### config.mk
export PLATFORM = sky130hd
export DESIGN_NAME = uart_rx_buffer
export DESIGN_NICKNAME = d
export VERILOG_FILES = /design/src/rtl/uart_rx_buffer_pkg.sv /design/src/rtl/uart_rx_buffer_sync_fifo.sv /design/src/rtl/uart_rx_buffer.sv
export SDC_FILE = /design/constraint.sdc
export NUM_CORES = 1
export LEC_CHECK = 0
export ABC_AREA = 1
export BUFFER_PORTS_ARGS = -buffer_cell sky130_fd_sc_hd__buf_2
export CORE_ASPECT_RATIO = 1.5
export CORE_MARGIN = 2
export CORE_UTILIZATION = 57
export DETAILED_ROUTE_END_ITERATION = 6
export PLACE_DENSITY = 0.76
export SKIP_CTS_REPAIR_TIMING = 1
export SYNTH_ARGS = -nofsm -noshare
export SYNTH_HDL_FRONTEND = slang
export SYNTH_SLANG_ARGS = --single-unit
### constraint.sdc
create_clock -name clk -period 4.5 [get_ports clk]
set_clock_uncertainty 0.05 [all_clocks]
set_input_delay 0.225 -clock clk [delete_from_list [all_inputs] [get_ports clk]]
set_output_delay 0.225 -clock clk [all_outputs]
set_load 0.02 [all_outputs]
### src/rtl/uart_rx_buffer_pkg.sv
// rtl/uart_rx_buffer_pkg.sv - shared CM item definitions: data width, receiver FSM states
// Parity build option: UART_RX_PARITY_EN adds the PARITY state.
package CM_item_pack;

  localparam int UART_DATA_WIDTH = 8;

  typedef enum logic [2:0] {
    IDLE,
    START,
    DATA,
`ifdef UART_RX_PARITY_EN
    PARITY,
`endif
    STOP
  } uart_rx_state_t;

  // Even-parity bit for a data word: 1 when the word holds an odd number of ones.
  function automatic logic even_parity(input logic [UART_DATA_WIDTH-1:0] d);
    return ^d;
  endfunction

endpackage

### src/rtl/uart_rx_buffer_sync_fifo.sv
// rtl/uart_rx_buffer_sync_fifo.sv - first-word-fall-through FIFO with registered flags
// Head always shows mem[rd_ptr]; pops while empty are ignored.
module sync_fifo #(
  parameter int WIDTH = 8,
  parameter int DEPTH = 16
) (
  input  logic             clk,
  input  logic             rst,
  input  logic             push,
  input  logic [WIDTH-1:0] push_data,
  input  logic             pop,
  output logic [WIDTH-1:0] head,
  output logic             empty,
  output logic             full,
  output logic             overrun
);

  localparam int AW = $clog2(DEPTH);

  logic [WIDTH-1:0] mem [DEPTH];
  logic [AW-1:0]    wr_ptr;
  logic [AW-1:0]    rd_ptr;
  logic [AW:0]      count;
  logic [AW:0]      count_next;
  logic             do_pop;
  logic             do_push;

  // A pop frees a slot in the same clock, so a full FIFO can still accept a push.
  always_comb begin
    do_pop     = pop & ~empty;
    do_push    = push & (~full | do_pop);
    count_next = count + {{AW{1'b0}}, do_push} - {{AW{1'b0}}, do_pop};
  end

  always_ff @(posedge clk or posedge rst) begin
    if (rst) begin
      wr_ptr  <= '0;
      rd_ptr  <= '0;
      count   <= '0;
      empty   <= 1'b1;
      full    <= 1'b0;
      overrun <= 1'b0;
      for (int i = 0; i < DEPTH; i++) begin
        mem[i] <= '0;
      end
    end else begin
      if (do_push) begin
        mem[wr_ptr] <= push_data;
        wr_ptr      <= wr_ptr + AW'(1);
      end
      if (do_pop) begin
        rd_ptr <= rd_ptr + AW'(1);
      end
      count   <= count_next;
      empty   <= (count_next == '0);
      full    <= (count_next == (AW+1)'(DEPTH));
      overrun <= push & full & ~do_pop;
    end
  end

  assign head = mem[rd_ptr];

endmodule

### src/rtl/uart_rx_buffer.sv
// rtl/uart_rx_buffer.sv - oversampling UART receiver feeding a show-ahead receive FIFO
// Build option: UART_RX_PARITY_EN adds an even-parity bit and the Parity_Error output.
module uart_rx_buffer
  import CM_item_pack::*;
#(
  parameter int CLK_FREQ_HZ = 100_000_000,
  parameter int BAUD        = 115_200,
  parameter int OVERSAMPLE  = 16,
  parameter int FIFO_DEPTH  = 16
) (
  input  logic                       clk,
  input  logic                       rst,
  input  logic                       RXD,
  input  logic                       Read,
  output logic [UART_DATA_WIDTH-1:0] RXD_Data,
  output logic                       Empty,
  output logic                       Full,
  output logic                       Overrun,
  output logic                       Frame_Error
`ifdef UART_RX_PARITY_EN
  ,
  output logic                       Parity_Error
`endif
);

  localparam int DIV   = CLK_FREQ_HZ / (BAUD * OVERSAMPLE);
  localparam int DIV_W = (DIV > 1) ? $clog2(DIV) : 1;
  localparam int OS_W  = $clog2(OVERSAMPLE);
  localparam int BIT_W = (UART_DATA_WIDTH > 1) ? $clog2(UART_DATA_WIDTH) : 1;

  logic                       rxd_meta;
  logic                       rxd_sync;
  logic                       rxd_prev;
  logic [DIV_W-1:0]           div_cnt;
  logic                       tick;
  logic [OS_W-1:0]            os_cnt;
  logic [BIT_W-1:0]           bit_cnt;
  logic [UART_DATA_WIDTH-1:0] shift_q;
  uart_rx_state_t             state;
  uart_rx_state_t             state_next;
  logic                       fall;
  logic                       half_done;
  logic                       bit_done;
  logic                       last_bit;
  logic                       stop_sample;
  logic                       rx_push;
  logic                       frame_err_set;
`ifdef UART_RX_PARITY_EN
  logic                       parity_bad;
  logic                       parity_err_set;
`endif

  always_ff @(posedge clk or posedge rst) begin
    if (rst) begin
      rxd_meta <= 1'b1;
      rxd_sync <= 1'b1;
      rxd_prev <= 1'b1;
    end else begin
      rxd_meta <= RXD;
      rxd_sync <= rxd_meta;
      rxd_prev <= rxd_sync;
    end
  end

  // Baud-tick divider runs free; bit timing is aligned by the per-bit tick counter instead.
  always_ff @(posedge clk or posedge rst) begin
    if (rst) begin
      div_cnt <= '0;
    end else if (tick) begin
      div_cnt <= '0;
    end else begin
      div_cnt <= div_cnt + DIV_W'(1);
    end
  end

  always_comb begin
    tick      = (div_cnt == DIV_W'(DIV - 1));
    fall      = rxd_prev & ~rxd_sync;
    half_done = tick && (os_cnt == OS_W'(OVERSAMPLE / 2 - 1));
    bit_done  = tick && (os_cnt == OS_W'(OVERSAMPLE - 1));
    last_bit  = (bit_cnt == BIT_W'(UART_DATA_WIDTH - 1));
  end

  always_ff @(posedge clk or posedge rst) begin
    if (rst) begin
      state <= IDLE;
    end else begin
      state <= state_next;
    end
  end

  always_comb begin
    state_next = state;
    case (state)
      IDLE:   if (fall) state_next = START;
      START:  if (half_done) state_next = rxd_sync ? IDLE : DATA;
      DATA: begin
        if (bit_done && last_bit) begin
`ifdef UART_RX_PARITY_EN
          state_next = PARITY;
`else
          state_next = STOP;
`endif
        end
      end
`ifdef UART_RX_PARITY_EN
      PARITY: if (bit_done) state_next = STOP;
`endif
      STOP:   if (bit_done) state_next = IDLE;
      default: state_next = IDLE;
    endcase
  end

  always_comb begin
    stop_sample   = (state == STOP) && bit_done;
    frame_err_set = stop_sample & ~rxd_sync;
`ifdef UART_RX_PARITY_EN
    parity_err_set = stop_sample & rxd_sync & parity_bad;
    rx_push        = stop_sample & rxd_sync & ~parity_bad;
`else
    rx_push        = stop_sample & rxd_sync;
`endif
  end

  always_ff @(posedge clk or posedge rst) begin
    if (rst) begin
      os_cnt      <= '0;
      bit_cnt     <= '0;
      shift_q     <= '0;
      Frame_Error <= 1'b0;
`ifdef UART_RX_PARITY_EN
      parity_bad   <= 1'b0;
      Parity_Error <= 1'b0;
`endif
    end else begin
      if (state == IDLE) begin
        os_cnt <= '0;
      end else if (bit_done || ((state == START) && half_done)) begin
        os_cnt <= '0;
      end else if (tick) begin
        os_cnt <= os_cnt + OS_W'(1);
      end

      if (state == START) begin
        bit_cnt <= '0;
      end else if ((state == DATA) && bit_done) begin
        bit_cnt <= bit_cnt + BIT_W'(1);
        shift_q <= {rxd_sync, shift_q[UART_DATA_WIDTH-1:1]};
      end

      Frame_Error <= frame_err_set;
`ifdef UART_RX_PARITY_EN
      if ((state == PARITY) && bit_done) begin
        parity_bad <= even_parity(shift_q) ^ rxd_sync;
      end
      Parity_Error <= parity_err_set;
`endif
    end
  end

  sync_fifo #(
    .WIDTH (UART_DATA_WIDTH),
    .DEPTH (FIFO_DEPTH)
  ) u_fifo (
    .clk       (clk),
    .rst       (rst),
    .push      (rx_push),
    .push_data (shift_q),
    .pop       (Read),
    .head      (RXD_Data),
    .empty     (Empty),
    .full      (Full),
    .overrun   (Overrun)
  );

endmodule

==> results.sh, run 1 <==
export IMPL_ant_nets=0
export IMPL_io_pins=16
export IMPL_detailedRoute_firstIterationViolations=510
export IMPL_htreeDepth=4
export IMPL_grt_pass1_wl_microns=34500
export IMPL_period_share_pct=72.3
export IMPL_viasPerCell=5.61
export IMPL_drive_gt1_share_pct=7.38
export IMPL_port_buffer_count=15
export IMPL_slew_viol_final=0
export IMPL_wire_per_inst_microns=15.9
export IMPL_gp_congestion=0.797
export IMPL_status="finished clean"
export IMPL_setup_violations=0
export IMPL_power_density_nw_per_um2=511
export IMPL_cts_tree="done"
export IMPL_die_area_sq_um=16200
export IMPL_clock_path_buffers=2
export IMPL_yosys_register_bits=171
export IMPL_cts_buffers=17
export IMPL_initial_core_util_pct=57.8
export IMPL_final_cell_mix="353 x nand2_1, 192 x nand3_1, 165 x dfrtp_1"
export IMPL_clk_pin_slew_ns=0.06
export IMPL_avgSynthCellArea_sq_um=7.98
export IMPL_core_area_sq_um=15000
export IMPL_place_hpwl_microns=12900
export IMPL_antenna_cells=0
export IMPL_worstSetupPathType="reg -> reg"
export IMPL_seq_area_frac_synth_pct=49.4
export IMPL_fp_row_count=55
export IMPL_dr_pass1_iters=5
export IMPL_grt_max_degree=120
export IMPL_synth_edf_count=0
export IMPL_finalCriticalPeriod_ns=3.25
export IMPL_leakage_nw=4.80
export IMPL_place_ws_ns=1.32
export IMPL_hold_viol_final=0
export IMPL_async_reset_ff_share_pct=100
export IMPL_first_global_vias=7057
export IMPL_worstMarginPinSlew_ns=0.921
export IMPL_track_usage_pct=27.0
export IMPL_die_h_microns=155
export IMPL_cp_max_fo=84
export IMPL_syn_to_final_growth_pct=9.08
export IMPL_peakVddDrop_v=0.000351
export IMPL_antenna_found_initial=0
export IMPL_setup_slack_ns=1.25
export IMPL_maxSlewHeadroom_pct=38.6
export IMPL_setup_tns_ns=0
export IMPL_required_ns=4.82
export IMPL_drc=0
export IMPL_ys_warn_count=0
export IMPL_synthCells=1086
export IMPL_vias=7197
export IMPL_cts_sinks=171
export IMPL_critPathArrivalTime_ns=3.57
export IMPL_clock_root_buffer="clkbuf_16"
export IMPL_cp_end_kind="register"
export IMPL_die_x_microns=105
export IMPL_synthesis_nets=1106
export IMPL_nets=1091
export IMPL_startpoint_type="register"
export IMPL_grt_overflow=0
export IMPL_wirelength_microns=20400
export IMPL_max_freq_mhz=307
export IMPL_hold_class="in -> reg"
export IMPL_yosysUniqueCellTypes=32
export IMPL_rsz0062_at_grt="no"
export IMPL_synthFlopType="dfrtp_1"
export IMPL_netlist_area_sq_um=8660
export IMPL_hold_depth=5
export IMPL_ff2ff_path_depth=10
export IMPL_clock_latency_ns=0.43
export IMPL_cap_violations=0
export IMPL_layout_commonest_cell="nand2_1"
-- final timing paths --
check	end	slack (ns)	start
max in group asynchronous	u_fifo.rd_ptr[0]$_DFFE_PP0P_	3.39	rst
setup reg to reg	u_fifo.mem[73]$_DFFE_PP0P_	1.25	div_cnt[1]$_DFF_PP0_
hold reg to reg	rxd_sync$_DFF_PP1_	0.31	rxd_meta$_DFF_PP1_
min in group asynchronous	u_fifo.mem[89]$_DFFE_PP0P_	0.45	rst
setup / recovery	u_fifo.mem[73]$_DFFE_PP0P_	1.25	div_cnt[1]$_DFF_PP0_
hold / removal	u_fifo.rd_ptr[2]$_DFFE_PP0P_	0.15	Read
-- sequential cells by signal, summed over array words and instances (netlist names) --
signal and count:
u_fifo.empty 1, u_fifo.wr_ptr 4, state 2, Frame_Error 1
u_fifo.count 5, u_fifo.mem 128, rxd_prev 1, bit_cnt 3
shift_q 8, rxd_sync 1, div_cnt 6, os_cnt 4
u_fifo.overrun 1, rxd_meta 1, u_fifo.rd_ptr 4, u_fifo.full 1
-- synth_stat cells, types with 2 or more instances --
cell type	instances	share of area, %
a21oi_1	40	2.3
buf_1	13	0.56
buf_2	10	0.58
buf_6	6	0.78
clkbuf_1	28	1.2
clkinv_1	3	0.13
dfrtp_1	167	48
dfstp_2	4	1.2
ha_1	15	2.2
inv_1	103	4.5
nand2_1	353	15
nand3_1	192	11
nand3_2	2	0.23
nand3_4	10	2.0
nand4_1	4	0.29
nor2_1	31	1.3
nor2_2	2	0.14
nor2_4	3	0.39
nor3_1	2	0.12
o211ai_1	32	2.8
o21ai_0	47	2.7
o22ai_1	2	0.14
xnor2_1	2	0.20
xor2_1	7	0.71
-- where the power goes --
group	leakage (nW)	internal (mW)	switching, mW	total (mW)
clock	0.323	1.03	0.593	1.62
sequential	2.33	1.61	0.188	1.80
combinational	2.15	0.468	0.939	1.41
total	4.80	3.11	1.72	4.83
-- critical path: stages (launching register included) --
cell and delay [ns]:
dfrtp_1 0.41, inv_1 0.07, ha_1 0.13, nand2_1 0.12, nor2_2 0.43, nand4_1 0.28
nor2_4 0.16, buf_4 0.44, buf_4 0.73, nand3_1 0.16, nand2_1 0.12
-- per-stage QoR --
step / hold slack, ns / power (mW) / util, % / cell area, sq um / std cells
2_1_floorplan: 0.179 / 2.80 / - / 8670 / 1086
3_3_place_gp: 0.286 / 3.20 / 58.5 / 8770 / 1249
3_5_place_dp: 0.285 / 3.22 / 58.5 / 8770 / 1249
4_1_cts: -0.168 / 4.84 / 62.9 / 9430 / 1281
5_1_grt: 0.170 / 5.11 / 63.0 / 9450 / 1283
6_report: 0.150 / 4.83 / 63.0 / 9450 / 1283
-- per-layer routing --
metal | up-vias | wire (microns) | global-route usage, % | part of all wire [%]
met5 | - | 0 | 0 | 0
met2 | 207 | 10300 | 46.0 | 51
met3 | 57 | 1060 | 6.28 | 5.2
met1 | 3438 | 8220 | 32.5 | 40
li1 | 3495 | - | - | -
met4 | 0 | 822 | 12.8 | 4.0
-- logic make-up (layout without fill, tap and decap cells) --
group,count (synthesis),count (layout),share of synthesized area [%]
AOI/OAI and AO/OA,123,123,8.09
xor gates and xnor gates,9,9,0.910
adders and majority gates,16,16,2.40
buffers and inverters,166,164,8.09
DFF,171,171,49.4
and+or+nand+nor,601,601,31.1
-- area by class of cell --
class | instances | area, sq um
tap | 199 | 249
multi-input combinational | 749 | 3680
clock buffer | 21 | 470
sequential | 171 | 4290
inverter | 107 | 405
fill | 1353 | 5550
clock inverter | 11 | 190
timing repair buffer | 25 | 168
(Power assumes the default switching activity.)
==> inputs of run 2 (changes only) <==
==> constraint.sdc (replaced) <==
create_clock -name clk -period 2.7 [get_ports clk]
set_clock_uncertainty 0.05 [all_clocks]
set_input_delay 0.135 -clock clk [delete_from_list [all_inputs] [get_ports clk]]
set_output_delay 0.135 -clock clk [all_outputs]
set_load 0.02 [all_outputs]
==> run 2 against run 1 <==
Via count is 1.6% higher. Sequential share of layout area is 0.67 points lower. Combinational power is 82% higher. Die area stayed put. Global-route usage is 0.64 points higher. Critical path type is now reg -> out. Critical endpoint is now RXD_Data[7]. Largest cell class unchanged.
==> results.sh, run 2 (synthesis results as in run 1) <==
export IMPL_status="finished clean"
export IMPL_pwr_share_comb_pct=31.8
export IMPL_grt_overflow=0
export IMPL_ant_nets=0
export IMPL_final_cell_mix="352 x nand2_1, 192 x nand3_1, 165 x dfrtp_1"
export IMPL_reg_top3="u_fifo.mem x128, shift_q x8, div_cnt x6"
export IMPL_cts_sinks=171
export IMPL_setup_tns_ns=0
export IMPL_finalPower_mw=8.03
export IMPL_maxSlewHeadroom_pct=37.1
export IMPL_crit_path_cell_trace="buf_4 -> nand2_1 -> o211ai_1 -> nand3_1 -> nand3_1 -> nand2_1 -> buf_2"
export IMPL_sw_frac_of_total_pct=37.1
export IMPL_layout_commonest_cell="nand2_1"
export IMPL_port_buffer_count=15
export IMPL_fill_cells=1352
export IMPL_hold_class="in -> reg"
export IMPL_largest_register="u_fifo.mem"
export IMPL_htreeDepth=4
export IMPL_rsz0062_at_grt="no"
export IMPL_slew_viol_final=0
export IMPL_viasPerCell=5.61
export IMPL_io_pins=16
export IMPL_initial_core_util_pct=57.8
export IMPL_clock_path_buffers=2
export IMPL_drc=0
export IMPL_core_area_sq_um=15000
export IMPL_antenna_found_initial=0
export IMPL_hold_viol_final=0
export IMPL_dr_pass1_iters=5
export IMPL_track_usage_pct=27.7
export IMPL_syn_to_final_growth_pct=10.7
export IMPL_gp_congestion=0.859
export IMPL_cpLargestDelayFamily="flip-flops"
export IMPL_power_frac_seq_pct=36.8
export IMPL_detailedRoute_firstIterationViolations=588
export IMPL_cap_violations=0
export IMPL_required_ns=2.52
export IMPL_cts_tree="done"
export IMPL_p_sw_mw=2.98
export IMPL_p_int_mw=5.06
export IMPL_power_density_nw_per_um2=838
export IMPL_grt_max_degree=136
export IMPL_clock_root_buffer="clkbuf_16"
export IMPL_wirelength_microns=21100
export IMPL_die_area_sq_um=16200
export IMPL_drive_gt1_share_pct=9.42
export IMPL_max_freq_mhz=406
export IMPL_clock_latency_ns=0.44
export IMPL_cp_num_buf_inv=2
export IMPL_worst_path_largest_cell_delay_ns=0.77
export IMPL_crit_slowest_cell="dfrtp_4"
export IMPL_die_x_microns=105
export IMPL_worstMarginPinSlew_ns=0.944
export IMPL_finalCriticalPeriod_ns=2.46
export IMPL_first_global_vias=7185
export IMPL_setup_violations=0
export IMPL_nets=1111
export IMPL_cp_end_kind="output port"
export IMPL_cp_max_fo=52
export IMPL_place_hpwl_microns=13200
export IMPL_cts_buffers=17
export IMPL_period_share_pct=91.1
export IMPL_r2r_slack_ns=0.24
export IMPL_critPathArrivalTime_ns=2.28
export IMPL_worstSetupPathType="reg -> out"
export IMPL_fp_row_count=55
export IMPL_largest_register_ff_count=128
export IMPL_grt_pass1_wl_microns=35500
export IMPL_startpoint_type="register"
export IMPL_vias=7313
export IMPL_p_clk_share_pct=31.4
export IMPL_clk_pin_slew_ns=0.06
export IMPL_antenna_cells=0
export IMPL_wire_per_inst_microns=16.2
export IMPL_leakage_nw=4.89
export IMPL_die_h_microns=155
export IMPL_peakVddDrop_v=0.000865
==> run 2: cell count changes in the layout (fill, tap and decap cells not counted), sizes merged <==
cell and change:
buf +20, bufinv -2, inv +3, clkbuf -3, clkinvlp +2
==> run 2: path summary, 6_finish.rpt <==
| check | to | cells past startpoint | start |
|---|---|---|---|
| min in group asynchronous | u_fifo.mem[91]$_DFFE_PP0P_ | 4 | rst |
| min | u_fifo.overrun$_DFF_PP0_ | 6 | Read |
| max in group asynchronous | u_fifo.rd_ptr[0]$_DFFE_PP0P_ | 4 | rst |
| max | RXD_Data[7] | 7 | u_fifo.rd_ptr[0]$_DFFE_PP0P_ |
| max reg2reg | u_fifo.full$_DFF_PP0_ | 13 | div_cnt[1]$_DFF_PP0_ |
| min reg2reg | rxd_sync$_DFF_PP1_ | 0 | rxd_meta$_DFF_PP1_ |
==> run 2: worst reg2reg max path: stages, from the launching register on <==
cell and delay (ns):
dfrtp_1 0.39, inv_1 0.06, ha_1 0.16, nand2_2 0.09, nor2_2 0.10, nand4_1 0.18
nor2_4 0.16, ha_2 0.19, inv_1 0.06, fa_2 0.51, inv_1 0.05, nor3_1 0.17
nand3_1 0.11, nor2_1 0.10
==> run 2: routing by layer <==
metal / wire length, microns / global-route usage [%] / vias to the layer above / part of all wire (%)
met5: 0 / 0 / - / 0
met3: 1040 / 5.49 / 51 / 4.9
met1: 8670 / 34.5 / 3504 / 41
met2: 10700 / 46.8 / 226 / 51
li1: - / - / 3532 / -
met4: 683 / 12.2 / 0 / 3.2
==> run 2: stage by stage <==
stage	util (%)	cell area (sq um)	instances	hold WS [ns]	setup slack (ns)
2_1_floorplan	-	8670	1086	0.0895	0.0535
3_3_place_gp	59.6	8940	1266	0.193	0.172
3_5_place_dp	59.6	8940	1266	0.194	0.0728
4_1_cts	63.6	9540	1298	-0.267	0.0386
5_1_grt	63.9	9590	1303	0.197	0.0267
6_report	63.9	9590	1303	0.147	0.240
==> run 2: cell type report <==
| cell class | count | area (sq um) | share of cell area [%] |
|---|---|---|---|
| timing repair buffer | 45 | 355 | 3.70 |
| clock inverter | 14 | 168 | 1.75 |
| clock buffer | 18 | 439 | 4.58 |
| multi-input combinational | 749 | 3690 | 38.4 |
| inverter | 107 | 405 | 4.23 |
| tap | 199 | 249 | 2.60 |
| sequential | 171 | 4290 | 44.7 |
==> run 2: power by group through the flow <==
stage	logic, mW	clock network, mW	registers, mW
after floorplan	1.87	0	2.81
after global placement	2.45	0	2.99
after detailed placement	2.47	0	2.99
after CTS	2.48	2.56	2.94
after global routing	2.82	2.66	2.97
final	2.56	2.52	2.96
